===== src/rtl/led_blink_pkg.sv =====
// Shared encodings for the multi-channel LED pattern generator.
package led_blink_pkg;

  localparam logic [1:0] MODE_OFF     = 2'd0;
  localparam logic [1:0] MODE_ON      = 2'd1;
  localparam logic [1:0] MODE_BLINK   = 2'd2;
  localparam logic [1:0] MODE_ONESHOT = 2'd3;

  typedef enum logic {
    PHASE_ON  = 1'b0,
    PHASE_OFF = 1'b1
  } phase_e;

endpackage


===== src/rtl/led_blink_chan.sv =====
// One LED channel: config registers, duration counter, phase, led and done pulse.
module led_blink_chan
  import led_blink_pkg::*;
#(
  parameter int unsigned CNT_W   = 32,
  parameter int unsigned DEF_ON  = 50000000,
  parameter int unsigned DEF_OFF = 25000000
) (
  input  logic             clk,
  input  logic             reset,
  input  logic             tick,
  input  logic             wr_en,
  input  logic [1:0]       wr_mode,
  input  logic [CNT_W-1:0] wr_on,
  input  logic [CNT_W-1:0] wr_off,
  output logic             led,
  output logic             done
);

  logic [1:0]       mode_q, mode_d;
  logic [CNT_W-1:0] on_q, on_d;
  logic [CNT_W-1:0] off_q, off_d;
  logic [CNT_W-1:0] cnt_q, cnt_d;
  phase_e           phase_q, phase_d;
  logic             led_q, led_d;
  logic             done_q, done_d;

  // Terminal counts; a zero duration behaves as one tick.
  logic [CNT_W-1:0] on_last_c, off_last_c;
  assign on_last_c  = (on_q  == '0) ? '0 : on_q  - CNT_W'(1);
  assign off_last_c = (off_q == '0) ? '0 : off_q - CNT_W'(1);

  always_ff @(posedge clk) begin
    if (reset) begin
      mode_q  <= MODE_OFF;
      on_q    <= CNT_W'(DEF_ON);
      off_q   <= CNT_W'(DEF_OFF);
      cnt_q   <= '0;
      phase_q <= PHASE_ON;
      led_q   <= 1'b0;
      done_q  <= 1'b0;
    end else begin
      mode_q  <= mode_d;
      on_q    <= on_d;
      off_q   <= off_d;
      cnt_q   <= cnt_d;
      phase_q <= phase_d;
      led_q   <= led_d;
      done_q  <= done_d;
    end
  end

  // A write always wins over a phase end in the same cycle.
  always_comb begin
    mode_d  = mode_q;
    on_d    = on_q;
    off_d   = off_q;
    cnt_d   = cnt_q;
    phase_d = phase_q;
    led_d   = led_q;
    done_d  = 1'b0;
    if (wr_en) begin
      mode_d  = wr_mode;
      on_d    = wr_on;
      off_d   = wr_off;
      cnt_d   = '0;
      phase_d = PHASE_ON;
      led_d   = (wr_mode != MODE_OFF);
    end else if (tick) begin
      case (mode_q)
        MODE_OFF: led_d = 1'b0;
        MODE_ON:  led_d = 1'b1;
        MODE_BLINK: begin
          if (phase_q == PHASE_ON) begin
            if (cnt_q == on_last_c) begin
              led_d   = 1'b0;
              phase_d = PHASE_OFF;
              cnt_d   = '0;
            end else begin
              cnt_d = cnt_q + CNT_W'(1);
            end
          end else begin
            if (cnt_q == off_last_c) begin
              led_d   = 1'b1;
              phase_d = PHASE_ON;
              cnt_d   = '0;
            end else begin
              cnt_d = cnt_q + CNT_W'(1);
            end
          end
        end
        default: begin
          if (phase_q == PHASE_ON) begin
            if (cnt_q == on_last_c) begin
              led_d  = 1'b0;
              mode_d = MODE_OFF;
              cnt_d  = '0;
              done_d = 1'b1;
            end else begin
              cnt_d = cnt_q + CNT_W'(1);
            end
          end
        end
      endcase
    end
  end

  assign led  = led_q;
  assign done = done_q;

endmodule


===== src/rtl/led_blink_multi.sv =====
// N-channel LED pattern generator: shared tick prescaler, config write decode, channels.
module led_blink_multi
  import led_blink_pkg::*;
#(
  parameter int unsigned N_CH     = 4,
  parameter int unsigned CH_W     = 3,
  parameter int unsigned CNT_W    = 32,
  parameter int unsigned PRESCALE = 1,
  parameter int unsigned DEF_ON   = 50000000,
  parameter int unsigned DEF_OFF  = 25000000
) (
  input  logic             clk,
  input  logic             reset,
  input  logic             en,
  input  logic             cfg_valid,
  output logic             cfg_ready,
  input  logic [CH_W-1:0]  cfg_ch,
  input  logic [1:0]       cfg_mode,
  input  logic [CNT_W-1:0] cfg_on,
  input  logic [CNT_W-1:0] cfg_off,
  output logic             cfg_err,
  output logic [N_CH-1:0]  led,
  output logic [N_CH-1:0]  done
);

  localparam int unsigned PRE_W = (PRESCALE > 1) ? $clog2(PRESCALE) : 1;

  logic [PRE_W-1:0] pre_q, pre_d;
  logic             cfg_ready_q;
  logic             cfg_err_q, cfg_err_d;
  logic             tick_c;
  logic             accept_c;
  logic             in_range_c;

  assign tick_c     = en && (pre_q == PRE_W'(PRESCALE - 1));
  assign accept_c   = cfg_valid && cfg_ready_q;
  assign in_range_c = (32'(cfg_ch) < 32'(N_CH));

  // Prescaler freezes with en low so a paused duration resumes exactly.
  always_comb begin
    pre_d     = pre_q;
    cfg_err_d = accept_c && !in_range_c;
    if (tick_c) begin
      pre_d = '0;
    end else if (en) begin
      pre_d = pre_q + PRE_W'(1);
    end
  end

  always_ff @(posedge clk) begin
    if (reset) begin
      pre_q       <= '0;
      cfg_ready_q <= 1'b0;
      cfg_err_q   <= 1'b0;
    end else begin
      pre_q       <= pre_d;
      cfg_ready_q <= 1'b1;
      cfg_err_q   <= cfg_err_d;
    end
  end

  for (genvar i = 0; i < N_CH; i++) begin : g_chan
    logic wr_en_c;
    assign wr_en_c = accept_c && (cfg_ch == CH_W'(i));

    led_blink_chan #(
      .CNT_W  (CNT_W),
      .DEF_ON (DEF_ON),
      .DEF_OFF(DEF_OFF)
    ) u_chan (
      .clk    (clk),
      .reset  (reset),
      .tick   (tick_c),
      .wr_en  (wr_en_c),
      .wr_mode(cfg_mode),
      .wr_on  (cfg_on),
      .wr_off (cfg_off),
      .led    (led[i]),
      .done   (done[i])
    );
  end

  assign cfg_ready = cfg_ready_q;
  assign cfg_err   = cfg_err_q;

endmodule


===== config.mk =====
export PLATFORM = sky130hd
export DESIGN_NAME = led_blink_multi
export DESIGN_NICKNAME = d
export VERILOG_FILES = /design/src/rtl/led_blink_pkg.sv /design/src/rtl/led_blink_chan.sv /design/src/rtl/led_blink_multi.sv
export SDC_FILE = /design/constraint.sdc
export NUM_CORES = 1
export LEC_CHECK = 0
export ABC_AREA = 1
export BUFFER_PORTS_ARGS = -buffer_cell sky130_fd_sc_hd__buf_2
export CORE_MARGIN = 2
export CORE_UTILIZATION = 36
export CTS_BUF_LIST = sky130_fd_sc_hd__clkbuf_4 sky130_fd_sc_hd__clkbuf_8 sky130_fd_sc_hd__clkbuf_16
export CTS_CLUSTER_SIZE = 25
export DETAILED_ROUTE_END_ITERATION = 8
export PLACE_DENSITY_LB_ADDON = 0.08
export SYNTH_ARGS = -nofsm -noshare
export SYNTH_HDL_FRONTEND = slang
export SYNTH_HIERARCHICAL = 1
export SYNTH_SLANG_ARGS = --single-unit
export TNS_END_PERCENT = 1

===== constraint.sdc =====
create_clock -name clk -period 2.2 [get_ports clk]
set_input_delay 0.22 -clock clk [delete_from_list [all_inputs] [get_ports clk]]
set_output_delay 0.22 -clock clk [all_outputs]
set_load 0.01 [all_outputs]

== Yosys cells after proc, flatten, opt, wreduce, memory -nomap -nowiden ==
Index checks and enable logic that the tools add are counted.

* Register bits: 407
* Output and inout bits: 10
* Word-level logic and storage cells: 242

* Add/subtract/negate cells: 13
* Magnitude comparators: 1
* Equality and inequality tests: 39
* Multiplexer cells: 89
* Bitwise operators: 6
* Reduce and logical (&&, ||, !) cells: 63

{| class="wikitable"
|+ Operator list
! kind !! number
|-
| $mux 32 || 24
|-
| $eq 32x32->1 || 8
|-
| $logic_not 32->1 || 8
|-
| $pmux 32 s2 || 4
|-
| $sub 32x1->32 const B || 8
|-
| $add 32x1->32 const B || 4
|-
| $mux 2 || 20
|-
| $mux 1 || 37
|-
| $reduce_or 7->1 || 4
|-
| $reduce_and 3->1 || 8
|-
| $ne 5x4->1 const B || 4
|-
| $reduce_bool 2->1 || 9
|-
| $reduce_or 2->1 || 9
|-
| $ne 2x1->1 const B || 8
|-
| $ne 4x3->1 const B || 4
|-
| $reduce_and 4->1 || 4
|-
| $pmux 1 s3 || 4
|-
| $reduce_or 3->1 || 4
|-
| $eq 2x1->1 const B || 4
|-
| $eq 2x2->1 const B || 4
|-
| $logic_not 2->1 || 4
|-
| $ne 2x2->1 const B || 4
|-
| $reduce_and 2->1 || 4
|-
| $logic_and 1x1->1 || 7
|-
| 7 further kinds || 13
|}

== Longest topological paths before layout ==
* Depth after elaboration: 8
* Mapped depth: 22
* Gate-level depth less buffers: 21

== Hierarchy ==
The synthesis kept the hierarchy.

{| class="wikitable"
|+ By module, submodules not included
! module !! instances !! cells each !! area each (µm²) !! seq. area each (µm²)
|-
| led_blink_chan || 4 || 1407 || 8016.4 || 2021.9
|-
| led_blink_multi || 1 || 21 || 131.4 || 60.1
|}

== Worst setup path before layout ==
OpenSTA, ideal clock, no wires.

* Kind: register -> register
* Start: reg g_chan[0].u_chan.off_q[0]
* End: reg g_chan[0].u_chan.cnt_q[23]
* Setup time: 0.116 ns
* Data arrival time: 2.345 ns
* Data required time: 2.084 ns
* Slack: -0.261 ns
* Stages on the path, launching flop included: 22
* Buffers on the path: 2
* Period minus slack after synthesis: 2.461 ns
* Cell sequence: dfxtp_1 inv_1 ha_1 nand2_2 nor2_8 nand2_4 nor2_8 inv_2 buf_6 nand3_1 nand2_1 nor2_1 nand2_1 nor2_1 nand2_1 nor2_1 nand3_1 nand2_1 nand3_2 nand2_2 buf_8 nor2_2

* Word-level cells in the longest chain between the ends: 6

{| class="wikitable"
|+ Ends and longest elaborated chain
! what !! line !! source
|-
| from (decl) || led_blink_chan.sv:22 || <nowiki>logic [CNT_W-1:0] off_q, off_d;</nowiki>
|-
| from (signal assigned) || led_blink_chan.sv:37 || <nowiki>off_q <= CNT_W'(DEF_OFF);</nowiki>
|-
| $sub 32x1->32 / $logic_not 32->1 (equally long branches) || led_blink_chan.sv:31 || <nowiki>assign off_last_c = (off_q == '0) ? '0 : off_q - CNT_W'(1);</nowiki>
|-
| $mux 32 (*) || led_blink_chan.sv:31 ||
|-
| $eq 32x32->1 (*) || led_blink_chan.sv:83 || <nowiki>if (cnt_q == off_last_c) begin</nowiki>
|-
| $mux 32 (*) || led_blink_chan.sv:83 ||
|-
| $mux 32 (*) || led_blink_chan.sv:74 || <nowiki>if (phase_q == PHASE_ON) begin</nowiki>
|-
| $pmux 32 s2 (*) || led_blink_chan.sv:70 || <nowiki>case (mode_q)</nowiki>
|-
| to (signal assigned) || led_blink_chan.sv:46 || <nowiki>cnt_q <= cnt_d;</nowiki>
|-
| to (decl) || led_blink_chan.sv:23 || <nowiki>logic [CNT_W-1:0] cnt_q, cnt_d;</nowiki>
|}

Every way passes the cells marked *; elsewhere a longest branch is shown, timed or not.
A chain may end at the register's enable or synchronous reset.

== Final worst setup path ==
* Start: reg g_chan[1].u_chan.off_q[1]
* End: reg g_chan[1].u_chan.cnt_q[29]

* Word-level cells in the longest chain between the ends: 6

{| class="wikitable"
|+ Ends and longest elaborated chain
! what !! line
|-
| from (decl) || led_blink_chan.sv:22
|-
| from (signal assigned) || led_blink_chan.sv:37
|-
| $sub 32x1->32 / $logic_not 32->1 (equally long branches) || led_blink_chan.sv:31
|-
| $mux 32 (*) || led_blink_chan.sv:31
|-
| $eq 32x32->1 (*) || led_blink_chan.sv:83
|-
| $mux 32 (*) || led_blink_chan.sv:83
|-
| $mux 32 (*) || led_blink_chan.sv:74
|-
| $pmux 32 s2 (*) || led_blink_chan.sv:70
|-
| to (signal assigned) || led_blink_chan.sv:46
|-
| to (decl) || led_blink_chan.sv:23
|}

Marks and branches as above.

==> results.ini <==
[placement]
port_buffers = 82
gp_routability_congestion = 1.04
dp.cells = 8129
post-dp-hpwl_um = 132000

[global_routing]
grt_pass1_wl_um = 241000
grt_pass1_vias = 40500
grt_start_max_net_pins = 77
antenna_found_initial = 11
overflow = 0
track_usage_pct = 35.0

[timing]
hold_violations = 0
grt_setup_unrepaired = true
timing.fmax_mhz = 355
finalCriticalPeriod_ns = 2.82
finalCritPeriodShare_pct = 128
fin_worst_skew_ns = 0.0318
drv_slew = 0
finalWorstSetupSlack_ns = -0.617
holdWs_ns = 0.0414
slew-limit-headroom_pct = 59.9
worst_slew_pin_slew_ns = 0.599
setup_viol = 148

[synth]
ys.warnings.count = 6
yosysUniqueCellTypes = 36
syn_area_mm2 = 0.0322
syn_inst = 5649
yosysTopAreaCell = dfxtp_1
post_synth.cell_area_avg_um2 = 5.70
synth_nets = 5750
synthTopCellsByArea = dfxtp_1 25%, nand2_1 19%, nor2_1 12%, nand3_1 7.1%, inv_1 6.6%
synth_seq_cells = 407
synth_top_cell_area_share_pct = 25.3
ys_seq_area_share_pct = 25.3

[setup_path]
critPathMostFrequentCell = nand2_4
reg2reg_depth = 21
crit_type = reg -> reg
cp_slowest_cell = dfxtp_2
r2r_end = g_chan[1].u_chan/cnt_q[29]
crit_fanout = 13
cpPeakStageDelay_ns = 0.33
cp-end-kind = flip-flop
arrival_ns = 3.37
crit_chain = inv_2 -> ha_4 -> nand2_8 -> nor2_8 -> nand2_4 -> nor2_8 -> inv_4 -> buf_12 -> nand4_1 -> buf_6 -> nand3_1 -> nor2_2 -> nand2_2 -> nor2_4 -> nand3_2 -> nand2_4 -> nand3_4 -> nand2_4 -> buf_12 -> clkbuf_16 -> nor2_2
critPathLaunchType = flip-flop
critical_path_required_ns = 2.75
r2r_start = g_chan[1].u_chan/off_q[1]
r2r_slack_ns = -0.62

[drt]
detail-route-antenna-nets = 0
firstDrtPassIters = 6
drc = 0
avgViaCountPerCell = 5.14
wl_per_cell_um = 19.8
wl_um = 165000
vias = 42900
drtIter0Drc = 3807

[clock_tree]
root_buffer = clkbuf_16
clk_path_buf_depth = 3
cts.sinks = 407
numCtsBuffers = 54
h-tree-depth = 2
path_clk_slew_ns = 0.06
cts_tree = built
clk_latency_ns = 0.69

[layout]
fin_cells = 8335
layout_commonest_cell = nand2_1
mostFrequentLayoutCells = 1556 x nand2_1, 1403 x buf_4, 892 x nor2_1
drive_gt1_share_pct = 28.8
layout.nets = 7217
post-route-util_pct = 54.5
area_growth_syn_to_layout_pct = 49.8

[worst_hold_path]
holdPathStages = 3
worstHoldEndpoint = g_chan[3].u_chan/off_q[15]
min_from = cfg_off[15]
hp-class = in -> reg

[pwr]
vdd_drop_max_mv = 0.651
total_power_mw = 20.9
p_leak_nw = 22.9
powerDensity_mw_per_mm2 = 432

[run_status]
violations = negative setup slack
run_status = finished with violations

[floorplan]
die_h_um = 303
io_pins = 83
die-width_um = 303
dieArea_mm2 = 0.0918
core-area_mm2 = 0.0885
rows = 109
start_util_pct = 36.4

[run]
drv_cap = 0

==> cell families after synthesis <==
kind of cell | Yosys count | synth area share, %
DFF | 407 | 25.3
AOI/OAI and AO/OA | 716 | 11.3
adders and majority gates | 28 | 1.09
buffers and inverters | 749 | 9.34
xor gates and xnor gates | 164 | 4.46
and+or+nand+nor | 3585 | 48.5
==> how the worst max path moves through the flow <==
stage	startpoint	endpoint	slack (ns)
finish	g_chan[1].u_chan/off_q[1]	g_chan[1].u_chan/cnt_q[29]	-0.62
global route	g_chan[1].u_chan/off_q[1]	g_chan[1].u_chan/cnt_q[29]	-0.74
CTS	g_chan[1].u_chan/off_q[1]	g_chan[1].u_chan/cnt_q[31]	-0.57
detailed placement	g_chan[1].u_chan/off_q[0]	g_chan[1].u_chan/cnt_q[10]	-0.77
global placement	g_chan[1].u_chan/off_q[0]	g_chan[1].u_chan/cnt_q[2]	-0.78
floorplan	g_chan[0].u_chan/off_q[0]	g_chan[0].u_chan/cnt_q[23]	-0.07
==> through the flow <==
| step | setup TNS (ns) | instance area, um2 | setup WS [ns] |
|---|---|---|---|
| final | -75.24 | 48200 | -0.617 |
| after global routing | -100.49 | 48200 | -0.740 |
| after CTS | -73.26 | 47200 | -0.566 |
| after detailed placement | -94.45 | 44300 | -0.769 |
| after global placement | -93.90 | 44300 | -0.782 |
| after floorplan | -7.22 | 32400 | -0.0706 |
==> area by class of cell <==
cell class / instances / area, um2
Tap cell: 1165 / 1460
Timing Repair Buffer: 1583 / 12300
Sequential cell: 407 / 8160
Antenna cell: 9 / 22.5
Multi-Input combinational cell: 4493 / 22100
Fill cell: 9213 / 40300
Clock buffer: 68 / 1520
Clock inverter: 33 / 480
Inverter: 577 / 2170
==> sequential cells by signal, summed over array words and instances (netlist names) <==
signal,count
pre_q,1
cfg_err,1
g_chan.u_chan/cnt_q,128
cfg_ready,1
g_chan.u_chan/done,4
g_chan.u_chan/mode_q,8
g_chan.u_chan/off_q,128
g_chan.u_chan/phase_q,4
g_chan.u_chan/led,4
g_chan.u_chan/on_q,128
==> cells in the mapped netlist, drive strengths merged <==
master	number
a21oi	264
a31oi	4
and2	16
buf	56
clkbuf	116
dfxtp	407
ha	28
inv	577
nand2	1631
nand2b	4
nand3	459
nand3b	8
nand4	236
nor2	1123
nor3	56
nor4	48
o211ai	8
o21ai	428
o21bai	12
or2	4
xnor2	8
xor2	156
==> power by group <==
| group | internal, mW | total [mW] | switching [mW] |
|---|---|---|---|
| registers | 7.48 | 7.57 | 0.0844 |
| logic | 1.29 | 3.17 | 1.88 |
| clock network | 6.09 | 10.1 | 4.02 |
==> critical path: cells and delay by family, from the launching register on <==
kind                     cells  cell delay (ns)
AND/OR/NAND/NOR             14             1.46
buffers and inverters        6             0.72
adder cells (fa/ha/maj)      1             0.17
flip-flops                   1             0.33
==> layer usage <==
metal  vias to the layer above  share of wire, %  track usage, %
met5                         -            0.0079               0
met4                         2               5.1            15.9
met3                       354               7.7            5.20
met2                      1528                44            57.1
met1                     19800                43            45.5
li1                      21200                 -               -
==> timing repair <==
| item | CTS | global route |
|---|---|---|
| hold buffers | 48 | 0 |
| hold endpoints to repair | 130 | 0 |
| endpoints found under the setup margin | 148 | 148 |
| pin swaps | 20 | 79 |
| gates cloned | 1 | 7 |
| buffers inserted | 13 | 27 |
| gates resized for setup | 97 | 198 |
No activity file was read; power rests on OpenSTA's default activity.
